**src/rtl/patrick_pkg.sv**
```systemverilog
// patrick_pkg
// Shared definitions for the Patrick sprite pipeline: the vertical motion
// state encoding, the screen geometry and the default jump physics. The
// renderer and collision logic import the same constants, so tuning happens
// here once.
// Contents:
//   motion_state_t - GROUND / RISE / FALL
//   SCREEN_W/H     - visible resolution
//   SPRITE_W       - sprite width, sets the rightmost legal X
//   DEF_*          - default jump speed, gravity and terminal fall speed
//   sext12         - sign-extend a 10-bit step into 12-bit signed arithmetic
package patrick_pkg;

  typedef enum logic [1:0] {
    GROUND = 2'd0,
    RISE   = 2'd1,
    FALL   = 2'd2
  } motion_state_t;

  localparam int SCREEN_W     = 640;
  localparam int SCREEN_H     = 480;
  localparam int SPRITE_W     = 20;

  localparam int DEF_JUMP_V   = 12;
  localparam int DEF_GRAVITY  = 1;
  localparam int DEF_MAX_FALL = 12;

  function automatic logic signed [11:0] sext12(input logic [9:0] v);
    return $signed({{2{v[9]}}, v});
  endfunction

endpackage

```
**src/rtl/patrick_motion_frame_tick.sv**
```systemverilog
// frame_tick_detect
// Turns the vsync-derived frame_clk level into a single-cycle tick on its
// rising edge. One flop of history; any per-frame block can reuse it.
// Ports:
//   CLK       in  system clock
//   Reset     in  asynchronous, active-high reset (clears the history)
//   frame_clk in  frame strobe, already synchronous to CLK
//   tick      out high for exactly one CLK cycle per frame_clk rise
module frame_tick_detect (
  input  logic CLK,
  input  logic Reset,
  input  logic frame_clk,
  output logic tick
);

  logic r_frame_d;

  // History flop; a frame_clk held high only ticks on its first cycle.
  always_ff @(posedge CLK or posedge Reset) begin
    if (Reset) r_frame_d <= 1'b0;
    else       r_frame_d <= frame_clk;
  end

  assign tick = frame_clk & ~r_frame_d;

endmodule

```
**src/rtl/patrick_motion.sv**
```systemverilog
// patrick_motion
// Integrates the per-frame horizontal step from patrick_jump and a jump
// request into the sprite position, once per video frame. X is clamped to
// the playfield; Y is driven by a GROUND/RISE/FALL gravity state machine.
// Outputs feed the sprite renderer / color mapper directly.
// Ports:
//   CLK         in  system clock
//   Reset       in  asynchronous, active-high reset
//   frame_clk   in  frame strobe, synchronous to CLK
//   Ball_X_Move in  signed 10-bit X step per frame
//   jump_req    in  jump request (pulse or level)
//   Ball_X_Pos  out current X
//   Ball_Y_Pos  out current Y (top-left origin, grows downward)
//   airborne    out high whenever the state is not GROUND
//   Ball_Y_Vel  out vertical speed magnitude
// Build option:
//   PATRICK_DOUBLE_JUMP_EN - allow one extra jump per airtime.
module patrick_motion
  import patrick_pkg::*;
#(
  parameter int X_START  = 320,
  parameter int X_MIN    = 0,
  parameter int X_MAX    = SCREEN_W - SPRITE_W,
  parameter int GROUND_Y = SCREEN_H - 80,
  parameter int Y_MIN    = 0,
  parameter int JUMP_V   = DEF_JUMP_V,
  parameter int GRAVITY  = DEF_GRAVITY,
  parameter int MAX_FALL = DEF_MAX_FALL
) (
  input  logic       CLK,
  input  logic       Reset,
  input  logic       frame_clk,
  input  logic [9:0] Ball_X_Move,
  input  logic       jump_req,
  output logic [9:0] Ball_X_Pos,
  output logic [9:0] Ball_Y_Pos,
  output logic       airborne,
  output logic [9:0] Ball_Y_Vel
);

  // Arithmetic runs one bit wider than 11 so that X_MAX plus the largest
  // positive step still compares correctly instead of wrapping negative.
  localparam logic signed [11:0] P_X_START  = 12'(X_START);
  localparam logic signed [11:0] P_X_MIN    = 12'(X_MIN);
  localparam logic signed [11:0] P_X_MAX    = 12'(X_MAX);
  localparam logic signed [11:0] P_GROUND_Y = 12'(GROUND_Y);
  localparam logic signed [11:0] P_Y_MIN    = 12'(Y_MIN);
  localparam logic signed [11:0] P_JUMP_V   = 12'(JUMP_V);
  localparam logic signed [11:0] P_GRAVITY  = 12'(GRAVITY);
  localparam logic signed [11:0] P_MAX_FALL = 12'(MAX_FALL);

  logic          w_tick;
  logic          w_jump;
  logic          r_pending;
  logic [9:0]    r_x;
  logic [9:0]    r_y;
  logic [9:0]    r_vel;
  motion_state_t r_state;

  logic signed [11:0] w_x_sum;
  logic signed [11:0] w_y_up;
  logic signed [11:0] w_y_dn;
  logic signed [11:0] w_vel_dn;
  logic signed [11:0] w_vel_up;
  logic signed [11:0] w_vel_fall;
  logic [9:0]         w_x_nxt;
  logic [9:0]         w_y_nxt;
  logic [9:0]         w_vel_nxt;
  motion_state_t      w_state_nxt;

`ifdef PATRICK_DOUBLE_JUMP_EN
  logic r_used;
  logic w_used_nxt;
`endif

  frame_tick_detect u_tick (
    .CLK       (CLK),
    .Reset     (Reset),
    .frame_clk (frame_clk),
    .tick      (w_tick)
  );

  // A request arriving on the tick cycle itself counts for that tick.
  assign w_jump = r_pending | jump_req;

  // Pending latch: set by any request, consumed by every tick whether or
  // not the jump is accepted.
  always_ff @(posedge CLK or posedge Reset) begin
    if (Reset)         r_pending <= 1'b0;
    else if (w_tick)   r_pending <= 1'b0;
    else if (jump_req) r_pending <= 1'b1;
  end

  // Horizontal path: signed step, clamped to the playfield, no wrap.
  always_comb begin
    w_x_sum = $signed({2'b00, r_x}) + sext12(Ball_X_Move);
    w_x_nxt = w_x_sum[9:0];
    if (w_x_sum < P_X_MIN)      w_x_nxt = P_X_MIN[9:0];
    else if (w_x_sum > P_X_MAX) w_x_nxt = P_X_MAX[9:0];
  end

  // Vertical path: candidate results for both directions are formed up
  // front, then the state picks which one applies this frame.
  always_comb begin
    w_y_up      = $signed({2'b00, r_y}) - $signed({2'b00, r_vel});
    w_vel_dn    = $signed({2'b00, r_vel}) - P_GRAVITY;
    w_vel_up    = $signed({2'b00, r_vel}) + P_GRAVITY;
    w_vel_fall  = (w_vel_up > P_MAX_FALL) ? P_MAX_FALL : w_vel_up;
    w_y_dn      = $signed({2'b00, r_y}) + w_vel_fall;
    w_y_nxt     = r_y;
    w_vel_nxt   = r_vel;
    w_state_nxt = r_state;
`ifdef PATRICK_DOUBLE_JUMP_EN
    w_used_nxt  = r_used;
`endif

    case (r_state)
      GROUND: begin
        // Takeoff tick only loads the speed; Y starts moving next frame.
        w_y_nxt = P_GROUND_Y[9:0];
        if (w_jump) begin
          w_vel_nxt   = P_JUMP_V[9:0];
          w_state_nxt = RISE;
        end else begin
          w_vel_nxt   = 10'd0;
        end
      end
      RISE: begin
        if (w_y_up < P_Y_MIN) begin
          w_y_nxt     = P_Y_MIN[9:0];
          w_vel_nxt   = 10'd0;
          w_state_nxt = FALL;
        end else begin
          w_y_nxt = w_y_up[9:0];
          if (w_vel_dn <= 12'sd0) begin
            w_vel_nxt   = 10'd0;
            w_state_nxt = FALL;
          end else begin
            w_vel_nxt   = w_vel_dn[9:0];
          end
        end
      end
      FALL: begin
        if (w_y_dn >= P_GROUND_Y) begin
          w_y_nxt     = P_GROUND_Y[9:0];
          w_vel_nxt   = 10'd0;
          w_state_nxt = GROUND;
`ifdef PATRICK_DOUBLE_JUMP_EN
          w_used_nxt  = 1'b0;
`endif
        end else begin
          w_y_nxt   = w_y_dn[9:0];
          w_vel_nxt = w_vel_fall[9:0];
        end
      end
      default: begin
        w_y_nxt     = P_GROUND_Y[9:0];
        w_vel_nxt   = 10'd0;
        w_state_nxt = GROUND;
      end
    endcase

`ifdef PATRICK_DOUBLE_JUMP_EN
    // Mid-air jump overrides the normal airborne update and freezes Y for
    // this frame, just like a takeoff from the ground.
    if ((r_state != GROUND) && w_jump && !r_used) begin
      w_y_nxt     = r_y;
      w_vel_nxt   = P_JUMP_V[9:0];
      w_state_nxt = RISE;
      w_used_nxt  = 1'b1;
    end
`endif
  end

  // Position, speed and state only move on the frame tick.
  always_ff @(posedge CLK or posedge Reset) begin
    if (Reset) begin
      r_x     <= P_X_START[9:0];
      r_y     <= P_GROUND_Y[9:0];
      r_vel   <= 10'd0;
      r_state <= GROUND;
    end else if (w_tick) begin
      r_x     <= w_x_nxt;
      r_y     <= w_y_nxt;
      r_vel   <= w_vel_nxt;
      r_state <= w_state_nxt;
    end
  end

`ifdef PATRICK_DOUBLE_JUMP_EN
  always_ff @(posedge CLK or posedge Reset) begin
    if (Reset)       r_used <= 1'b0;
    else if (w_tick) r_used <= w_used_nxt;
  end
`endif

  assign Ball_X_Pos = r_x;
  assign Ball_Y_Pos = r_y;
  assign Ball_Y_Vel = r_vel;
  assign airborne   = (r_state != GROUND);

endmodule

```
**config.mk**
```make
export PLATFORM = sky130hd
export DESIGN_NAME = patrick_motion
export DESIGN_NICKNAME = d
export VERILOG_FILES = /design/src/rtl/patrick_pkg.sv /design/src/rtl/patrick_motion_frame_tick.sv /design/src/rtl/patrick_motion.sv
export SDC_FILE = /design/constraint.sdc
export NUM_CORES = 1
export LEC_CHECK = 0
export BUFFER_PORTS_ARGS = -buffer_cell sky130_fd_sc_hd__buf_4
export CAP_MARGIN = 15
export CORE_MARGIN = 4
export CORE_UTILIZATION = 35
export CTS_CLUSTER_SIZE = 14
export DETAILED_ROUTE_END_ITERATION = 10
export SETUP_SLACK_MARGIN = 0.02
export SLEW_MARGIN = 20
export SYNTH_ARGS = -nofsm -noshare
export SYNTH_HDL_FRONTEND = slang
export SYNTH_HIERARCHICAL = 1
export SYNTH_SLANG_ARGS = --single-unit
```
**constraint.sdc**
```tcl
create_clock -name CLK -period 6.7 [get_ports CLK]
set_clock_uncertainty 0.05 [all_clocks]
set_input_delay 1.005 -clock CLK [delete_from_list [all_inputs] [get_ports CLK]]
set_output_delay 1.005 -clock CLK [all_outputs]
set_load 0.01 [all_outputs]
```
==> results of run 1 <==
==> per-stage QoR <==
stage / utilization, % / total power [W] / hold slack [ps]
5_1_grt: 42.34 / 0.002227 / 485.5
3_3_place_gp: 40.89 / 0.001771 / 437.1
2_1_floorplan: - / 0.001427 / 408.1
4_1_cts: 42.34 / 0.002045 / 467.0
6_report: 42.34 / 0.002038 / 458.3
3_5_place_dp: 40.89 / 0.001796 / 451.3
==> path summary, 6_finish.rpt <==
| kind | to | depth (start not counted) | startpoint | slack (ps) |
|---|---|---|---|---|
| max | Ball_Y_Pos[0] | 16 | Ball_Y_Vel[0] | 1870 |
| min | r_pending | 2 | r_pending | 460 |
| max reg2reg | Ball_Y_Pos[0] | 16 | Ball_Y_Vel[0] | 1870 |
| min reg2reg | r_pending | 2 | r_pending | 460 |
| max in group asynchronous | Ball_Y_Pos[4] | 3 | Reset | 5490 |
| min in group asynchronous | u_tick/r_frame_d | 2 | Reset | 500 |
==> layer usage <==
metal  vias to the layer above  GRT usage, %
met5                         -             0
met3                         5         2.328
met1                      1534         21.72
met4                         0         2.885
met2                        57         26.30
li1                       1635             -
==> report_power, final <==
part / leakage [nW] / internal, W / switching, W
sequential: 0.434 / 0.000283 / 0.000131
clock: 0.0714 / 0.000159 / 0.0000787
combinational: 1.36 / 0.000603 / 0.000783
total: 1.86 / 0.00104 / 0.000993
==> sequential cells by signal, summed over array words and instances (netlist names) <==
name	cells
Ball_Y_Pos	10
u_tick/r_frame_d	1
r_pending	1
r_state	2
Ball_Y_Vel	10
Ball_X_Pos	10
==> cell usage in the layout, fill, tap and decap left out, drive strengths merged, types with 4 or more instances in the layout <==
cell type,n
xnor2,11
nand2,29
xor2,9
nor3,12
a21oi,21
nor2b,9
and3,5
a21o,6
o21a,7
conb,6
or2,4
dfrtp,29
and2,4
a211oi,6
clkbuf,6
ha,38
nor4,5
a22oi,4
nand2b,4
nor2,35
o221ai,4
dfstp,5
o2111ai,5
inv,33
o21ai,37
a31o,4
buf,45
nand3,8
a31oi,4
==> worst max-delay path, cell delays in order, from the launching register on <==
cell and delay (ps):
dfrtp_1 630, ha_1 280, and3b_1 210, o21ai_0 160, nand2_1 70, a211oi_1 510
and2_1 220, ha_1 200, inv_1 70, fa_1 390, and2b_1 240, o221ai_1 160
a21oi_1 340, xnor2_1 170, o311ai_2 500, nor2_1 170, a221o_1 340
==> cell usage after synthesis, types with 3 or more instances <==
cell type / count / area [um2]
inv_1: 33 / 123.9
nor3b_1: 3 / 22.52
nor4_1: 4 / 25.02
fa_1: 3 / 60.06
and2_1: 4 / 25.02
nand3b_1: 3 / 22.52
o21bai_1: 3 / 22.52
nand3_1: 8 / 40.04
a31oi_1: 4 / 25.02
nor3_1: 11 / 55.05
a221o_1: 3 / 30.03
o21ai_0: 33 / 165.2
a21o_1: 6 / 45.04
or3_1: 3 / 18.77
o21ai_1: 3 / 15.01
o2111ai_1: 5 / 43.79
a22oi_1: 3 / 22.52
and3_1: 5 / 31.28
dfstp_2: 5 / 131.4
a31o_2: 4 / 35.03
a211oi_1: 4 / 30.03
mux2i_1: 3 / 30.03
nand4_1: 3 / 18.77
dfrtp_1: 29 / 725.7
xor2_1: 9 / 78.83
nor2b_1: 8 / 50.05
clkbuf_1: 9 / 33.78
a21oi_1: 21 / 105.1
nand2b_1: 4 / 25.02
ha_1: 38 / 475.5
nor2_1: 34 / 127.6
nand2_1: 29 / 108.9
xnor2_1: 11 / 96.34
o2bb2ai_1: 3 / 26.28
o41ai_1: 3 / 26.28
o21a_1: 7 / 52.55
==> final cells by class <==
cell class,count,area (um2),share of cell area [%]
Sequential cell,34,857.1,20.61
Tap cell,133,166.4,4.002
Timing Repair Buffer,45,337.8,8.125
Multi-Input combinational cell,343,2526,60.76
Inverter,34,127.6,3.070
Clock inverter,2,60.06,1.444
Clock buffer,6,82.58,1.986
==> cell families (layout without fill, tap and decap cells) <==
kind of cell	after synthesis	in the layout	synth area share, %
buffers and inverters	45	87	5.016
other	1	6	0.1059
adder cells (fa/ha/maj)	41	41	15.12
XOR/XNOR	20	20	4.945
AND/OR/NAND/NOR	134	134	20.20
flip-flops	34	34	24.20
AO/OA/AOI/OAI	139	139	29.57
multiplexers	3	3	0.8478
==> out/metrics.cfg, run 1 <==
[sta]
finalMaxSlewViolations=0
fmax_ghz=0.2072
final.setup.tns_ps=0
period_needed_ps=4827
relSlewSlack_pct=55.48
finalWorstSetupSlack_ps=1873
fin_crit_sh_pct=72.05
hold_viol=0
setup_viol=0
grt_setup_unrepaired=false
worstMarginPinSlew_ps=651.0

[detailed_routing]
maxUsedRoutingLayer=met4
viasPerCell=5.412
drtIter0Drc=107
routed_wl_mm=9.143
wl_met3_um=375
drc=0
vias=3231
dr_wl_met2_mm=4.417
wl_per_cell_um=15.31
ant_nets=0
firstDrtPassIters=4
wl_met1_mm=4.294

[clocking]
cts_buffer_depth=2
htree_levels=2
cts_setup_buffers=0
cts_buffers=5
cts_tree=yes
holdBufCountCts=0
cts.sinks=34
cts_resized=0
clk_latency_ps=290
clk_pin_slew_worst_paths_ps=80
cts-root-buf=clkbuf_8

[global_route]
overflow=0
grt_max_degree=34
grt.total_usage_pct=15.74
grt_pass1_wl_mm=15.00
grt_pass1_vias=3053
antenna_found_initial=0

[setup_path]
crit_path_max_fanout=15
worstSetupStartpointType=flip-flop
criticalPathCategory=reg2reg
critPathArrivalTime_ps=4950
crit_required_ps=6820
endpoint_kind=flip-flop

[final_layout]
area_growth_pct=17.38
fin_cells=597
antenna_cells=0
layout.nets=518
design_area_um2=4158
drive_gt1_share_pct=18.32
fillers=1034

[run]
drv_cap=0

[yosys]
synthFlopType=dfrtp_1
synth.distinct_cells=81
synth-warning-count=6
netlist_area_um2=3542
yosysSeqAreaShare_pct=24.20
ys_ff_latch=34
async_flop_share_pct=100.0
postSynthAreaPerCell_um2=8.494
synth-edff-count=0
synthCells=417

[floorplanning]
die_w_um=108.6
dieHeight_um=108.6
fp.dieArea_um2=11790
fp.coreArea_um2=9819
start_util_pct=36.07
ios=45
placementRows=36

[min_path]
hold_class=reg2reg

[place]
dp_hpwl_mm=7.167
place_area_um2=4015
dp_slack_ps=1909
gp_congestion=0.8752
place_inst=589
portBuffers=44

[power]
irDropWorstVdd_v=0.0001852
power.density_nw_per_um2=490.1
power.leakage_nw=1.864

[outcome]
outcome=finished, final reports clean

Power figures use the tool's default switching activity.
==> run 2, diff against run 1 <==
==> constraint.sdc (replaced) <==
create_clock -name CLK -period 3.9 [get_ports CLK]
set_clock_uncertainty 0.05 [all_clocks]
set_input_delay 0.585 -clock CLK [delete_from_list [all_inputs] [get_ports CLK]]
set_output_delay 0.585 -clock CLK [all_outputs]
set_load 0.01 [all_outputs]
==> out/metrics.cfg, run 2 (same netlist as run 1, synthesis figures left out) <==
[outcome]
outcome=finished with violations
violations=negative setup slack

[sta]
grt_setup_unrepaired=true
fmax_ghz=0.2541
worstMarginPinSlew_ps=544.7
finalMaxSlewViolations=0
period_needed_ps=3936
final.setup.tns_ps=-105.0
hold_viol=0
relSlewSlack_pct=63.44
fin_crit_sh_pct=100.9
finalWorstSetupSlack_ps=-35.88
setup_viol=5

[power]
power.density_nw_per_um2=863.1
power.leakage_nw=2.057
irDropWorstVdd_v=0.0003248

[final_layout]
most-common-layout-cells=buf_4, ha_1, nor2_1
area_growth_pct=29.49
fin_util_pct=46.71
layout.nets=553
layout.cells.most_common=buf_4
antenna_cells=0
design_area_um2=4587
drive_gt1_share_pct=29.06
fin_cells=632

[place]
dp_slack_ps=-114.5
gp_congestion=0.8544
dp_hpwl_mm=7.220
portBuffers=44
place_inst=611
place_area_um2=4195

[run]
drv_cap=0

[floorplanning]
start_util_pct=36.07
die_w_um=108.6
fp.dieArea_um2=11790
ios=45
dieHeight_um=108.6
fp.coreArea_um2=9819
placementRows=36

[global_route]
overflow=0
grt_pass1_wl_mm=15.09
grt.total_usage_pct=15.73
grt_max_degree=34
antenna_found_initial=0
grt_pass1_vias=3143

[detailed_routing]
drtIter0Drc=157
routed_wl_mm=9.439
viasPerCell=5.326
wl_per_cell_um=14.94
drc=0
ant_nets=0
vias=3366
firstDrtPassIters=4

[setup_path]
crit_path_max_fanout=4
crit_required_ps=4070
criticalPathCategory=reg2reg
critPathArrivalTime_ps=4110
endpoint_kind=flip-flop
worstSetupStartpointType=flip-flop

[clocking]
cts-root-buf=clkbuf_8
cts_tree=yes
cts_buffer_depth=2
clk_pin_slew_worst_paths_ps=70
holdBufCountCts=0
cts.sinks=34
cts_buffers=5
clk_latency_ps=290
htree_levels=2

[min_path]
hold_class=in2async

## run 2: layout make-up
cell class | instances | area [um2]
Inverter | 34 | 127.6
Multi-Input combinational cell | 343 | 2685
Tap cell | 133 | 166.4
Sequential cell | 34 | 857.1
Timing Repair Buffer | 80 | 608.1
Clock buffer | 6 | 82.58
Fill cell | 998 | 5233
Clock inverter | 2 | 60.06
## run 2: final timing paths
check | from | endpoint | slack, ps | depth (start not counted)
worst max register to register | Ball_Y_Vel[1] | Ball_Y_Vel[3] | -40 | 18
worst min-delay path | Reset | u_tick/r_frame_d | 80 | 2
worst max-delay path | Ball_Y_Vel[1] | Ball_Y_Vel[3] | -40 | 18
max in group asynchronous | Reset | Ball_Y_Pos[4] | 3110 | 3
worst min register to register | Ball_X_Pos[6] | Ball_X_Pos[6] | 460 | 1
min in group CLK | frame_clk | u_tick/r_frame_d | 370 | 1
## run 2: per-stage QoR
stage                     power (W)  hold slack [ps]
after floorplan            0.002479            263.7
after global placement     0.003201            387.5
after detailed placement   0.003226            388.5
after CTS                  0.003760            71.94
after global routing       0.004312            67.12
final                      0.003959            81.52
## run 2: power by group
part | internal, W | total, W | switching (W) | leakage (nW)
Clock | 0.000273 | 0.000409 | 0.000136 | 0.0714
Combinational | 0.00133 | 0.00291 | 0.00158 | 1.55
Sequential | 0.000487 | 0.000644 | 0.000157 | 0.434
## run 2: metal layers
layer	vias to the layer above	part of all wire, %	global-route usage, %
met5	-	0	0
met4	0	0.94	3.336
met3	8	3.3	1.910
met2	51	49	26.35
met1	1604	47	21.75
li1	1703	-	-
## run 2: worst max-delay path: stages (launching register included)
cell	delay, ps
dfrtp_1	440
ha_4	200
and3b_1	230
and2_1	140
o21ai_2	60
a211oi_2	280
and2_1	200
ha_2	190
inv_2	40
fa_2	360
and2b_2	270
o22ai_4	70
o21a_1	190
a2111oi_4	420
o311ai_4	180
buf_4	190
buf_4	120
nand2b_4	130
a21oi_2	110
## run 2: what timing repair did
| item | in CTS | in global routing |
|---|---|---|
| pin swaps | 6 | 21 |
| buffers inserted | 2 | 11 |
| resized for setup | 7 | 25 |
| endpoints found under the setup margin | 10 | 15 |
==> run 3, diff against run 2 <==
--- a/config.mk
+++ b/config.mk
@@ -9,9 +9,9 @@
 export CAP_MARGIN = 15
 export CORE_MARGIN = 4
 export CORE_UTILIZATION = 35
-export CTS_CLUSTER_SIZE = 14
 export DETAILED_ROUTE_END_ITERATION = 10
 export SETUP_SLACK_MARGIN = 0.02
+export SKIP_CTS_REPAIR_TIMING = 1
 export SLEW_MARGIN = 20
 export SYNTH_ARGS = -nofsm -noshare
 export SYNTH_HDL_FRONTEND = slang
==> out/metrics.cfg, run 3 (same netlist as run 1, synthesis figures left out) <==
[sta]
setup_viol=0
finalMaxSlewViolations=0
relSlewSlack_pct=63.44
worstMarginPinSlew_ps=544.7
finalWorstSetupSlack_ps=78.35
hold_viol=0
fin_crit_sh_pct=97.99
fmax_ghz=0.2617
final.setup.tns_ps=0
grt_setup_unrepaired=true
period_needed_ps=3822

[clocking]
htree_levels=2
cts.sinks=34
clk_latency_ps=290
cts_buffers=5
cts_tree=yes
cts_buffer_depth=2
clk_pin_slew_worst_paths_ps=70
cts-root-buf=clkbuf_8

[floorplanning]
ios=45
fp.dieArea_um2=11790
die_w_um=108.6
fp.coreArea_um2=9819
dieHeight_um=108.6
start_util_pct=36.07
placementRows=36

[global_route]
grt_max_degree=34
antenna_found_initial=0
grt.total_usage_pct=15.59
grt_pass1_wl_mm=14.99
overflow=0
grt_pass1_vias=3121

[setup_path]
crit_family=compound AO/OA/AOI/OAI gates
critPathArrivalTime_ps=3940
worstSetupStartpointType=flip-flop
path_cells=ha_2 > and3b_1 > and2_1 > o21ai_1 > a211oi_2 > and2_1 > ha_2 > inv_2 > fa_2 > and2b_2 > o221ai_4 > a21oi_2 > xnor2_2 > o311ai_4 > nor2_2 > a221o_1
r2r_start=Ball_Y_Vel[1]
path_buf_inv=1
criticalPathCategory=reg2reg
cp_slowest_cell=dfrtp_1
crit_required_ps=4010
crit_path_max_fanout=4
max_stage_delay_ps=400
worst_setup_path_startpoint=Ball_Y_Vel[1]
endpoint_kind=flip-flop

[final_layout]
most-common-layout-cells=buf_4, ha_1, nor2_1
layout.cells.most_common=buf_4
fin_util_pct=46.05
drive_gt1_share_pct=27.33
antenna_cells=0
area_growth_pct=27.66
layout.nets=548

[power]
power.leakage_nw=2.027
power_frac_clock_pct=10.4
irDropWorstVdd_v=0.0003643
seqPwrFrac_pct=16.2
power.internal_w=0.002070
p_sw_share_pct=47.35
switchingPower_w=0.001862
power.density_nw_per_um2=869.6
combPwrFrac_pct=73.5

[detailed_routing]
wl_per_cell_um=14.91
routed_wl_mm=9.347
vias=3362
ant_nets=0
drc=0
firstDrtPassIters=4
viasPerCell=5.362
drtIter0Drc=122

[place]
portBuffers=44
gp_congestion=0.8544
dp_hpwl_mm=7.220
dp_slack_ps=-114.5

[outcome]
outcome=finished, final reports clean

[run]
drv_cap=0

[min_path]
hold_class=in2async

-- run 3: changes by cell type in the layout (fill, tap and decap cells not counted), sizes merged --
cell,previous run,this run
buf,80,75
-- run 3: cell type report --
type / instances / area, um2
Clock buffer: 6 / 82.58
Clock inverter: 2 / 60.06
Fill cell: 1005 / 5298
Inverter: 34 / 127.6
Multi-Input combinational cell: 343 / 2665
Sequential cell: 34 / 857.1
Tap cell: 133 / 166.4
Timing Repair Buffer: 75 / 563.0
-- run 3: worst register-to-register path, cell delays in order, from the launching register on --
cell and delay (ps):
dfrtp_1 400, ha_2 210, and3b_1 220, and2_1 120
o21ai_1 60, a211oi_2 320, and2_1 200, ha_2 200
inv_2 40, fa_2 360, and2b_2 280, o221ai_4 110
a21oi_2 220, xnor2_2 120, o311ai_4 380, nor2_2 100
a221o_1 310
-- run 3: worst paths after layout --
check	slack [ps]	endpoint	cells past startpoint
worst max register to register	80	Ball_Y_Pos[0]	16
worst min-delay path	80	u_tick/r_frame_d	2
min in group CLK	370	u_tick/r_frame_d	1
worst max-delay path	80	Ball_Y_Pos[0]	16
max in group asynchronous	3110	Ball_Y_Pos[4]	3
worst min register to register	460	Ball_X_Pos[6]	1
-- run 3: metal layers --
metal | share of wire (%) | wire [um] | GRT usage [%] | vias up
met4 | 1.2 | 109 | 3.877 | 0
met5 | 0 | 0 | 0 | -
met1 | 47 | 4426 | 21.70 | 1594
met3 | 3.5 | 327 | 1.910 | 10
met2 | 48 | 4484 | 25.64 | 66
li1 | - | - | - | 1692
-- run 3: power by group through the flow --
stage | Clock [W] | Combinational (W) | Sequential [W]
final | 0.000408 | 0.00289 | 0.000635
after CTS | 0.000420 | 0.00261 | 0.000632
after global routing | 0.000433 | 0.00318 | 0.000659
after detailed placement | 0 | 0.00259 | 0.000636
after global placement | 0 | 0.00257 | 0.000635
after floorplan | 0 | 0.00182 | 0.000655
-- run 3: per-stage QoR --
step / std cells / hold WS, ps / cell area (um2) / power (W)
CTS: 619 / 71.94 / 4338 / 0.003663
detailed placement: 611 / 388.5 / 4195 / 0.003226
global route: 627 / 68.10 / 4522 / 0.004276
floorplan: 422 / 263.7 / 3580 / 0.002479
global placement: 611 / 387.5 / 4195 / 0.003201
finish: 627 / 83.35 / 4522 / 0.003932
